**config.mk**
```make
export PLATFORM = sky130hd
export DESIGN_NAME = inst_prefetch_queue
export DESIGN_NICKNAME = d
export VERILOG_FILES = /design/src/rtl/inst_prefetch_queue.sv
export SDC_FILE = /design/constraint.sdc
export NUM_CORES = 1
export LEC_CHECK = 0
export CORE_ASPECT_RATIO = 0.5
export CORE_MARGIN = 4
export CORE_UTILIZATION = 30
export DETAILED_ROUTE_END_ITERATION = 8
export PLACE_DENSITY = 0.53
export SETUP_SLACK_MARGIN = 0.05
export SYNTH_ARGS = -nofsm -noshare
export SYNTH_HDL_FRONTEND = slang
export SYNTH_SLANG_ARGS = --single-unit
```
**constraint.sdc**
```tcl
create_clock -name CLK -period 17.3 [get_ports CLK]
set_input_delay 3.46 -clock CLK [delete_from_list [all_inputs] [get_ports CLK]]
set_output_delay 3.46 -clock CLK [all_outputs]
set_load 0.1 [all_outputs]
```
**src/rtl/inst_prefetch_queue.sv**
```systemverilog
// inst_prefetch_queue: sequential instruction prefetcher with an in-order response FIFO.
// Fetch requests are credit-limited so that buffered plus in-flight words never exceed DEPTH.
// A redirect flushes the FIFO, retargets fetch, and drops the responses still in flight.
// Optional feature macro: IPQ_PERF_CNT_EN adds perf_fetch_cnt / perf_flush_cnt outputs.
module inst_prefetch_queue #(
    parameter int unsigned DEPTH    = 4,
    parameter logic [31:0] RESET_PC = 32'h0000_0000
) (
    input  logic        CLK,
    input  logic        RST,
    output logic        mem_req_valid,
    output logic [31:0] mem_req_addr,
    input  logic        mem_req_ready,
    input  logic        mem_rsp_valid,
    input  logic [31:0] mem_rsp_data,
    input  logic        redirect,
    input  logic [31:0] redirect_pc,
    output logic        inst_valid,
    output logic [31:0] inst,
    output logic [31:0] inst_pc,
    input  logic        inst_ready
`ifdef IPQ_PERF_CNT_EN
    ,
    output logic [31:0] perf_fetch_cnt,
    output logic [31:0] perf_flush_cnt
`endif
);

    localparam int unsigned PTR_W = $clog2(DEPTH);
    localparam int unsigned CNT_W = PTR_W + 1;
    localparam int unsigned SUM_W = CNT_W + 1;

    typedef struct packed {
        logic [31:0] pc;
        logic [31:0] word;
    } entry_t;

    entry_t           fifo_mem [DEPTH];
    logic [PTR_W-1:0] head;
    logic [PTR_W-1:0] tail;
    logic [CNT_W-1:0] occupancy;
    logic [CNT_W-1:0] outstanding;
    logic [CNT_W-1:0] discard;
    logic [31:0]      fetch_pc;
    logic [31:0]      rsp_pc;

    logic             credit_ok;
    logic             req_fire;
    logic             rsp_fire;
    logic             rsp_push;
    logic             pop;

    // Handshake decode; a response with nothing outstanding is a stray and is ignored
    assign credit_ok     = (SUM_W'(occupancy) + SUM_W'(outstanding)) < SUM_W'(DEPTH);
    assign mem_req_valid = RST & ~redirect & credit_ok;
    assign mem_req_addr  = fetch_pc;
    assign req_fire      = mem_req_valid & mem_req_ready;
    assign rsp_fire      = mem_rsp_valid & (outstanding != '0);
    assign rsp_push      = rsp_fire & (discard == '0) & ~redirect;
    assign pop           = inst_valid & inst_ready & ~redirect;

    assign inst_valid    = (occupancy != '0);
    assign inst          = fifo_mem[head].word;
    assign inst_pc       = fifo_mem[head].pc;

    // Queue, pointer and credit state; redirect outranks fetch, response and pop
    always_ff @(posedge CLK) begin
        if (!RST) begin
            for (int unsigned i = 0; i < DEPTH; i++) begin
                fifo_mem[i] <= '0;
            end
            head        <= '0;
            tail        <= '0;
            occupancy   <= '0;
            outstanding <= '0;
            discard     <= '0;
            fetch_pc    <= RESET_PC;
            rsp_pc      <= RESET_PC;
        end else if (redirect) begin
            // Every response still owed, minus one landing now, belongs to the old path
            occupancy   <= '0;
            tail        <= head;
            fetch_pc    <= redirect_pc;
            rsp_pc      <= redirect_pc;
            outstanding <= outstanding - CNT_W'(rsp_fire);
            discard     <= outstanding - CNT_W'(rsp_fire);
        end else begin
            if (req_fire) begin
                fetch_pc <= fetch_pc + 32'd4;
            end
            outstanding <= outstanding + CNT_W'(req_fire) - CNT_W'(rsp_fire);
            if (rsp_fire && (discard != '0)) begin
                discard <= discard - CNT_W'(1);
            end
            if (rsp_push) begin
                fifo_mem[tail] <= '{pc: rsp_pc, word: mem_rsp_data};
                tail           <= tail + PTR_W'(1);
                rsp_pc         <= rsp_pc + 32'd4;
            end
            if (pop) begin
                head <= head + PTR_W'(1);
            end
            occupancy <= occupancy + CNT_W'(rsp_push) - CNT_W'(pop);
        end
    end

`ifdef IPQ_PERF_CNT_EN
    // Accepted-request and redirect-cycle counters, free-running with natural wrap
    always_ff @(posedge CLK) begin
        if (!RST) begin
            perf_fetch_cnt <= '0;
            perf_flush_cnt <= '0;
        end else begin
            perf_fetch_cnt <= perf_fetch_cnt + 32'(req_fire);
            perf_flush_cnt <= perf_flush_cnt + 32'(redirect);
        end
    end
`endif

    // Credit invariants that make overflow and discard underflow impossible
    always @(posedge CLK) begin
        if (RST) begin
            assert (occupancy <= CNT_W'(DEPTH))
                else $error("occupancy exceeds DEPTH");
            assert (discard <= outstanding)
                else $error("discard exceeds outstanding");
        end
    end

endmodule

```
; ---- After elaboration in Yosys (flattened, before gate mapping)
; Memory sizes are Yosys's and may differ from the RTL's. A register that Yosys moved wholly into a read port is not among the register bits.
; Index checks and enable logic that the tools add are counted.
[word_totals]
ram_bits = 256
wordCells = 60
mem_count = 1
input_bits = 70
out_inout_bits = 98
ff_bits = 77
[memory_table]
columns = memory, depth, word_bits, rd, rd_clocked_by_memory_dff, wr, line
row1 = fifo_mem, 4, 64, 1, 1, 4, 38  ; entry_t fifo_mem [DEPTH];
[classes]
addsub = 11
bitwise = 10
n_reduce_logical = 11
n_lt_le_gt_ge = 1
n_mux = 19
[op_table]
columns = op, count
row1 = two-way mux 32 bit, 4
row2 = "adder 32 x 3 -> 32 bit, second input constant", 2
row3 = two-way mux 64 bit, 1
row4 = OR reduction 64 bit, 1
row5 = two-way mux 2 bit, 5
row6 = two-way mux 3 bit, 3
row7 = nonzero test 3 bit, 3
row8 = subtractor 3 x 1 -> 3 bit, 3
row9 = AND 1 bit, 8
row10 = adder 3 x 1 -> 3 bit, 2
row11 = two-way mux 1 bit, 6
row12 = nonzero test 2 bit, 3
row13 = "adder 2 x 1 -> 2 bit, second input constant", 2
row14 = adder 3 x 3 -> 4 bit, 1
row15 = "< comparator 4 x 3 -> 1 bit, second input constant", 1
row16 = logical NOT 3 bit, 1
row17 = "subtractor 3 x 1 -> 3 bit, second input constant", 1
row18 = inverter 1 bit, 2
row19 = AND reduction 2 bit, 1
row20 = OR reduction 2 bit, 1
row21 = logical AND 1 bit, 1

; ---- Longest topological paths before layout
; Gate-level depths: netlist of the first run.
[depth]
ltp_word = 10
depth_mapped = 13
ltp_nobuf = 12

; ---- Worst setup path after synthesis of the first run
; OpenSTA, ideal clock, no wires.
[synth_path]
path_kind = in2out
start = input redirect
end = output mem_req_valid
arrival_time_ps = 5828
stages = 4
setup_slack_ps = 8012
n_path_buf = 1
required_time_ps = 13840
path_cell_list = clkbuf_1 -> clkinv_1 -> nand2_1 -> nor3_1
[synth_between]
elab_chain_cells = 3
[synth_lines]
columns = element, line
row1 = start: declaration, 16  ; input logic redirect,
row2 = inverter 1 bit, 55  ; assign mem_req_valid = RST & ~redirect & credit_ok;
row3 = AND 1 bit (2 in series), 55
row4 = end: declaration, 11  ; output logic mem_req_valid,
; Every way passes these cells.

; ---- Worst setup path after layout of the first run
; Same ends and word-level chain as after synthesis.

==> metrics list, run 1 <==
- Hold is met by 0.461 ns.
* Ant. Diodes: 0
- Class of the most critical hold timing path: reg2reg
- The synthesized design spends more area on one cell type than any other, namely sky130_fd_sc_hd__edfxtp_1.
* Final net count: 1443
- By instance count, the leading cell after synthesis is sky130_fd_sc_hd__edfxtp_1.
- Buffers placed on the I/O ports in this run total 167.
- Using the TritonRoute via totals, the vias-per-cell ratio works out to 4.89.
- Summed instance area of the synthesized netlist: roughly 0.015 mm²
* Die Footprint: between 0.05 and 0.06 mm²
* Syn. warnings: 0
* Number of setup violations in the final report: 0
- Dividing the detail-routed wire length by the instance count gives 20.0 µm.
- Synthesis produced a netlist with a net count of ~1300.
- Maximum Capacitance Violations: 0
* Share of synthesized area occupied by flip-flops and latches: around 62%
- Remaining design rule violation count: 0
- Number of buffers and inverters on the critical path: 4
- The clock net in this run drives a total of between 300 and 400 sinks.
* Total Power Consumption: 0.00209 W
- Via count of the first global-routing pass: 10500
* Fin Clk Skew: 0.0175 ns
- Count of hold buffers inserted by post-cts repair: 0
* Clk pin slew, worst setup/hold paths: around 0.060 ns
- Fin. Hold Viols: 0
- The worst path needs 9.28 ns of the cycle, external delays included.
- Number of top-level pins: 168
* Post-DRT Antenna Nets: 0
- Compared with the post-synthesis result, the final layout area differs by 23.5%.
- For the worst setup path, the data required time is 13.84 ns.
- Counting stages on the worst path, the most repeated cell is sky130_fd_sc_hd__clkdlybuf4s50_1.
- Total negative slack for setup checks: 0 ns
* Total core area: 0.0489 mm²
* Cell row count: 57
* EDFF count, synth: roughly 260
* Setup slack of the worst register-to-register path: 13.75 ns
- Class of the most critical setup path: in2out
- The number of pins exceeding their max-slew limit in the final report is 0.
* Cell Area, Placed: 0.0173 mm²
* Critical Path Fanout Max: 43
- Ys flop type: sky130_fd_sc_hd__edfxtp_1
- Number of optimization iterations in the first detailed-route pass: 5
- Final estimated routing congestion in global placement: 0.813
- Summing over every cut layer, the via total after detailed routing is 9940.
- STA puts the critical path data arrival time at between 5 and 6 ns.
- Final Cell Area: between 0.015 and 0.02 mm²
* Gr usage total: 15.1%
- CTS H-tree lvls: 2
- In this design, the stage delay of the slowest critical-path cell is between 1 and 1.5 ns.
- The worst path uses between 50% and 60% of the clock period.
- Synth top area cells: sky130_fd_sc_hd__edfxtp_1, sky130_fd_sc_hd__dfxtp_1, sky130_fd_sc_hd__mux4_2
* Kind of cell adding the most delay to the critical path: buffers and inverters
- The worst-case IR drop observed on VDD is 0.0000632 V.
- Most frequent cells after synthesis: sky130_fd_sc_hd__edfxtp_1, sky130_fd_sc_hd__nor2_1, sky130_fd_sc_hd__nand2_1
- Average size of a mapped cell: 12.3 µm²
- CP max-delay cell: sky130_fd_sc_hd__clkdlybuf4s50_1
* Number of antenna violations at the first check in global routing: 0
- Synthesis handed over a netlist of 1213 instances.
- In this run the tightest slew margin relative to its limit is 21.6%.
- After synthesis the netlist holds a flip-flop and latch count of 335.
- STA classifies the critical path endpoint as an output port.
* RSZ-0062 raised after global routing: false
* Number of buffers inserted to repair setup after CTS: 0
* Power Dens Cells: 113 mW/mm²
- Summed over all layers, the global routing overflow is 0.
- In this run the horizontal extent of the chip is 324 µm.
- After the first detailed-routing iteration, the DRC count stood at 636.
- Clock tree from TritonCTS: yes
- Resized Gates After CTS: 0
* Fraction of final layout cells sized beyond drive strength 1: 11.6%
- The HPWL after detailed placement is about 24000 µm.
- Total length of routed wires: approximately 41000 µm
- Die Span Y: 166 µm
- Highest attainable clock frequency: 108 MHz
- Later-pin clock latency in the skew report: approximately 0.53 ns
- Clock buffer count from CTS: 36
- Critical Path Source Type: primary input
- Of all flip-flops after synthesis, the portion carrying an async set or reset was 0%.
* LEAKAGE: about 6.7 nW
- Wire length of the first global-routing pass: 62500 µm
- The flow ran to the end, and the final reports show no timing, DRC or antenna violations.
* Worst path cell trace: clkdlybuf4s50_1 -> buf_4 -> inv_2 -> nand2_1 -> nor3_1 -> clkdlybuf4s50_1
* Clock root buffer: sky130_fd_sc_hd__clkbuf_16
- Pin count of the biggest net entering global routing: 88
* Effective utilization at floorplan: 30.6%
* Clk buf depth: 3
* Actual slew at the worst max-slew pin: 1.17 ns
- Top-area cell type share of the netlist area: 51.4%
- Distinct cell type count of the synthesized netlist: 56
[power breakdown]
part           total (W)  internal [W]  switching (W)
sequential      0.000952      0.000918      0.0000338
clock           0.000761      0.000445       0.000316
combinational   0.000376      0.000106       0.000270
[per-layer routing]
metal | up-vias | track usage (%) | part of all wire, %
li1 | 4651 | - | -
met1 | 4991 | 18.3 | 41
met2 | 232 | 27.4 | 52
met3 | 66 | 2.53 | 4.2
met4 | 0 | 4.35 | 2.5
met5 | - | 0 | 0
[per-stage QoR]
stage                     worst slack (ns)  utilization, %  instances
after global routing                  7.93            37.8       2034
after floorplan                       8.01               -       1213
after detailed placement              7.98            35.4       1970
after global placement                7.99            35.4       1970
after CTS                             7.97            37.8       2034
final                                 8.02            37.8       2034
[sequential cells by signal, summed over array words and instances (netlist names), named ones only]
| register | cells |
|---|---|
| head | 2 |
| fifo_mem | 256 |
| occupancy | 3 |
| tail | 2 |
| outstanding | 3 |
| rsp_pc | 32 |
| mem_req_addr | 32 |
| discard | 3 |
[path summary, 6_finish.rpt]
path,start,endpoint,cells past startpoint
worst min register to register,rsp_pc[1],rsp_pc[1],2
worst min-delay path,rsp_pc[1],rsp_pc[1],2
worst max-delay path,redirect,mem_req_valid,6
worst max register to register,discard[0],fifo_mem[0][17],7
[placed cells by master (no fill, tap or decap), types with 38 or more instances in the layout]
cell type / netlist / final
sky130_fd_sc_hd__inv_1: 80 / 80
sky130_fd_sc_hd__nand2_1: 110 / 110
sky130_fd_sc_hd__a21oi_1: 49 / 49
sky130_fd_sc_hd__clkbuf_16: 0 / 38
sky130_fd_sc_hd__edfxtp_1: 256 / 256
sky130_fd_sc_hd__nor2_1: 162 / 162
sky130_fd_sc_hd__clkdlybuf4s50_1: 0 / 166
sky130_fd_sc_hd__dfxtp_1: 79 / 77
sky130_fd_sc_hd__mux4_2: 64 / 64
sky130_fd_sc_hd__and2_1: 65 / 65
[cell type report]
cell class	instances	area (µm²)
clock buffers	48	1020
well taps	649	812
repair buffers	181	1770
clock inverters	16	138
flip-flops and latches	335	9270
inverters	81	304
fillers	4701	30500
multi-input cells	724	5150
[worst min-delay path: cells and delay by family, from the launching register on]
family,cells,cell delay [ns]
DFF,1,0.31
and+or+nand+nor,1,0.05
AOI/OAI and AO/OA,1,0.05
[cell families after synthesis]
| family | after synthesis | share of synthesized area (%) |
|---|---|---|
| AOI/OAI and AO/OA | 125 | 4.85 |
| buffers and inverters | 154 | 3.97 |
| and+or+nand+nor | 468 | 15.1 |
| DFF | 335 | 62.0 |
| adders and majority gates | 14 | 1.27 |
| muxes | 73 | 10.3 |
| xor gates and xnor gates | 44 | 2.58 |
Note: power is estimated with default switching activity, not from simulation.
==> run 2, diff against run 1 <==
--- a/config.mk
+++ b/config.mk
@@ -9,7 +9,7 @@
 export CORE_MARGIN = 4
 export CORE_UTILIZATION = 30
 export DETAILED_ROUTE_END_ITERATION = 8
-export PLACE_DENSITY = 0.53
+export PLACE_DENSITY = 0.55
 export SETUP_SLACK_MARGIN = 0.05
 export SYNTH_ARGS = -nofsm -noshare
 export SYNTH_HDL_FRONTEND = slang
==> constraint.sdc (replaced) <==
create_clock -name CLK -period 8.3 [get_ports CLK]
set_input_delay 1.66 -clock CLK [delete_from_list [all_inputs] [get_ports CLK]]
set_output_delay 1.66 -clock CLK [all_outputs]
set_load 0.1 [all_outputs]
==> run 2 against run 1 <==
- register-to-register slack got worse by 8.9 ns
- worst hold slack improved by 0.0088 ns
- sequential cell count did not move
- critical path depth did not move
- sequential share of layout area rose by 0.15 points
- setup slack got worse by 5.5 ns
- largest power group unchanged
==> metrics list, run 2 (synthesis results as in run 1) <==
- Class of the most critical setup path: in2out
- Subtracting the final worst setup slack from the clock period gives between 5 and 6 ns.
- Number of slew-limit violations in the final report: 0 (unchanged)
- Worst-case vdd ir drop: 0.000116 V (+84%)
- The DRC violations left is 0 (unchanged).
* Number of optimization iterations in the first detailed-route pass: 4 (-1)
- The routed wire length came to 40400 µm (-0.46%).
- Cell Area, Placed: 0.0173 mm² (+0.12%)
* Crit path DAT: 4.16 ns (-1.66 ns)
- Outcome: finished clean
* Crit share post-route: a little over two thirds
- CTS sink cnt: 335 (unchanged)
* Number of flip-flops under the largest register name: 256 (unchanged)
- Total negative slack for setup checks: 0 ns (unchanged)
- The biggest cell delay along the critical path came to 1.22 ns (+0.04 ns).
- The detailed placer's ending HPWL is 24500 µm (+0.71%).
* Critical Path Source Type: primary input
* Clock tree from TritonCTS: yes
- The clock slew at the register clock pins of the worst setup and hold paths came to 0.06 ns (about the same).
- The die width was 324 µm (unchanged).
- Avg WL per Cell: 19.9 µm (-0.51%)
* Required time reported for the critical path endpoint: 6.64 ns (-7.20 ns)
- CTS H-tree lvls: 2 (unchanged)
* Resized Gates After CTS: 0 (unchanged)
- Later-pin clock latency in the skew report: 0.53 ns (about the same)
- The post-route clock skew came to 0.0130 ns (-0.00454 ns).
* Worst path cell trace: buf_2 -> buf_4 -> inv_2 -> nand2_1 -> nor3_1 -> clkdlybuf4s50_1
* Clk buf depth: 3 (unchanged)
- Pin count of the biggest net entering global routing: 66 (-25%)
- Number of buffers and inverters on the critical path: 4 (unchanged)
- Final estimated routing congestion in global placement: 0.762 (-6.3%)
* Area of all sequential standard cells: 0.00927 mm² (unchanged)
- Number of setup violations in the final report: 0 (unchanged)
- Via count of the first global-routing pass: 10100 (-3.9%)
- Gr usage total: 15.0% (-0.066 points)
- The slowest stage of the critical path belongs to the cell sky130_fd_sc_hd__clkdlybuf4s50_1.
- Max_slew headroom: 28.1% (+6.5 points)
* Commonest cells after routing, fill and taps aside: sky130_fd_sc_hd__edfxtp_1, sky130_fd_sc_hd__clkdlybuf4s50_1, sky130_fd_sc_hd__nor2_1
* Die Span Y: 166 µm (unchanged)
- Count of hold buffers inserted by post-cts repair: 0 (unchanged)
* Actual slew at the worst max-slew pin: 1.07 ns (-0.0993 ns)
- On the critical path the largest part of the delay comes from buffers and inverters.
- The number of max-capacitance violations reported came to 0 (unchanged).
- Highest attainable clock frequency: 172 MHz
* Total congestion overflow: 0 (unchanged)
- STA classifies the critical path endpoint as an output port.
- Wire length of the first global-routing pass: 62100 µm (-0.71%)
* Clock buffer count from CTS: 35 (-2.8%)
* Most common cell after layout, fill and taps aside: sky130_fd_sc_hd__edfxtp_1
- Ant. Diodes: 0 (unchanged)
- The number of buffer cells added on primary ports came to 167 (unchanged).
- The number of placed I/O pins is 168 (unchanged).
* Final net count: 1446 (+0.21%)
- The total die area came to 0.0537 mm² (unchanged).
- Effective utilization at floorplan: 30.6% (unchanged)
* Class of the most critical hold timing path: reg2reg
- Setup WS post-layout: 2.48 ns (-5.55 ns)
- The number of fill cells is 4720 (+0.40%).
- Compared with the post-synthesis result, the final layout area differs by 23.2%.
- Fraction of final layout cells sized beyond drive strength 1: 11.4% (-0.15 points)
* Multi-input gate area: 0.00515 mm² (about the same)
- The site row count is 57 (unchanged).
- Iter 0 DRT Violations: 658 (+3.5%)
* Post-DRT Antenna Nets: 0 (unchanged)
* Number of antenna violations at the first check in global routing: 0 (unchanged)
- The floorplan core area was 0.0489 mm² (unchanged).
- The post-route cell area is 0.0184 mm² (-0.30%).
- Setup repair after global routing left no endpoint under its margin.
- Pre-CTS setup slack: 2.48 ns (-5.49 ns)
- The post-CTS repair timing setup buffer count is 0 (unchanged).
- The via total after detailed routing is 9860 (-0.80%).
- Fin. Hold Viols: 0 (unchanged)
* Clock root buffer: sky130_fd_sc_hd__clkbuf_16
- The power density over the cells was 233 mW/mm² (+110%).
- The peak fanout along the critical path came to 43 (unchanged).
- LEAKAGE: 6.67 nW (-0.36%)
* Most flop-heavy register: fifo_mem
- The per-cell via count in the routed design came to 4.85 (-0.85%).
==> run 2: routing by layer <==
layer	vias to the layer above	wire length, µm	GRT usage, %
met5	-	0	0
met4	0	876	3.87
met3	44	1770	2.47
met2	211	20800	26.8
met1	4932	16900	18.9
li1	4673	-	-
==> run 2: cell type report <==
| cell class | count | share of cell area (%) |
|---|---|---|
| clock buffers | 47 | 5.17 |
| clock inverters | 14 | 0.700 |
| inverters | 81 | 1.65 |
| multi-input cells | 724 | 27.9 |
| flip-flops and latches | 335 | 50.4 |
| well taps | 649 | 4.41 |
| repair buffers | 185 | 9.76 |
==> run 2: worst register-to-register path: cells and delay by family (launching register included) <==
family / cells / cell delay (ns)
DFF: 1 / 0.29
adders and majority gates: 1 / 0.21
buffers and inverters: 2 / 0.85
and+or+nand+nor: 4 / 1.63
==> run 2: report_power, final <==
part	total (W)	internal (W)	switching [W]
logic	0.000782	0.000223	0.000559
clock network	0.00152	0.000870	0.000651
registers	0.00198	0.00191	0.0000704
total	0.00429	0.00301	0.00128
==> run 2: worst paths after layout <==
path / startpoint / endpoint / slack (ns) / cells after the start
setup / recovery: redirect / mem_req_valid / 2.48 / 6
setup reg to reg: discard[0] / fifo_mem[0][13] / 4.87 / 7
hold reg to reg: rsp_pc[1] / rsp_pc[1] / 0.47 / 2
hold / removal: rsp_pc[1] / rsp_pc[1] / 0.47 / 2
==> run 2: metrics by stage <==
| step | hold WS [ns] | total power [W] | util (%) | instances |
|---|---|---|---|---|
| after floorplan | 0.437 | 0.00256 | - | 1213 |
| after global placement | 0.462 | 0.00281 | 35.4 | 1974 |
| final | 0.470 | 0.00429 | 37.6 | 2035 |
| after CTS | 0.472 | 0.00434 | 37.6 | 2035 |
| after global routing | 0.505 | 0.00446 | 37.6 | 2035 |
| after detailed placement | 0.463 | 0.00281 | 35.4 | 1974 |
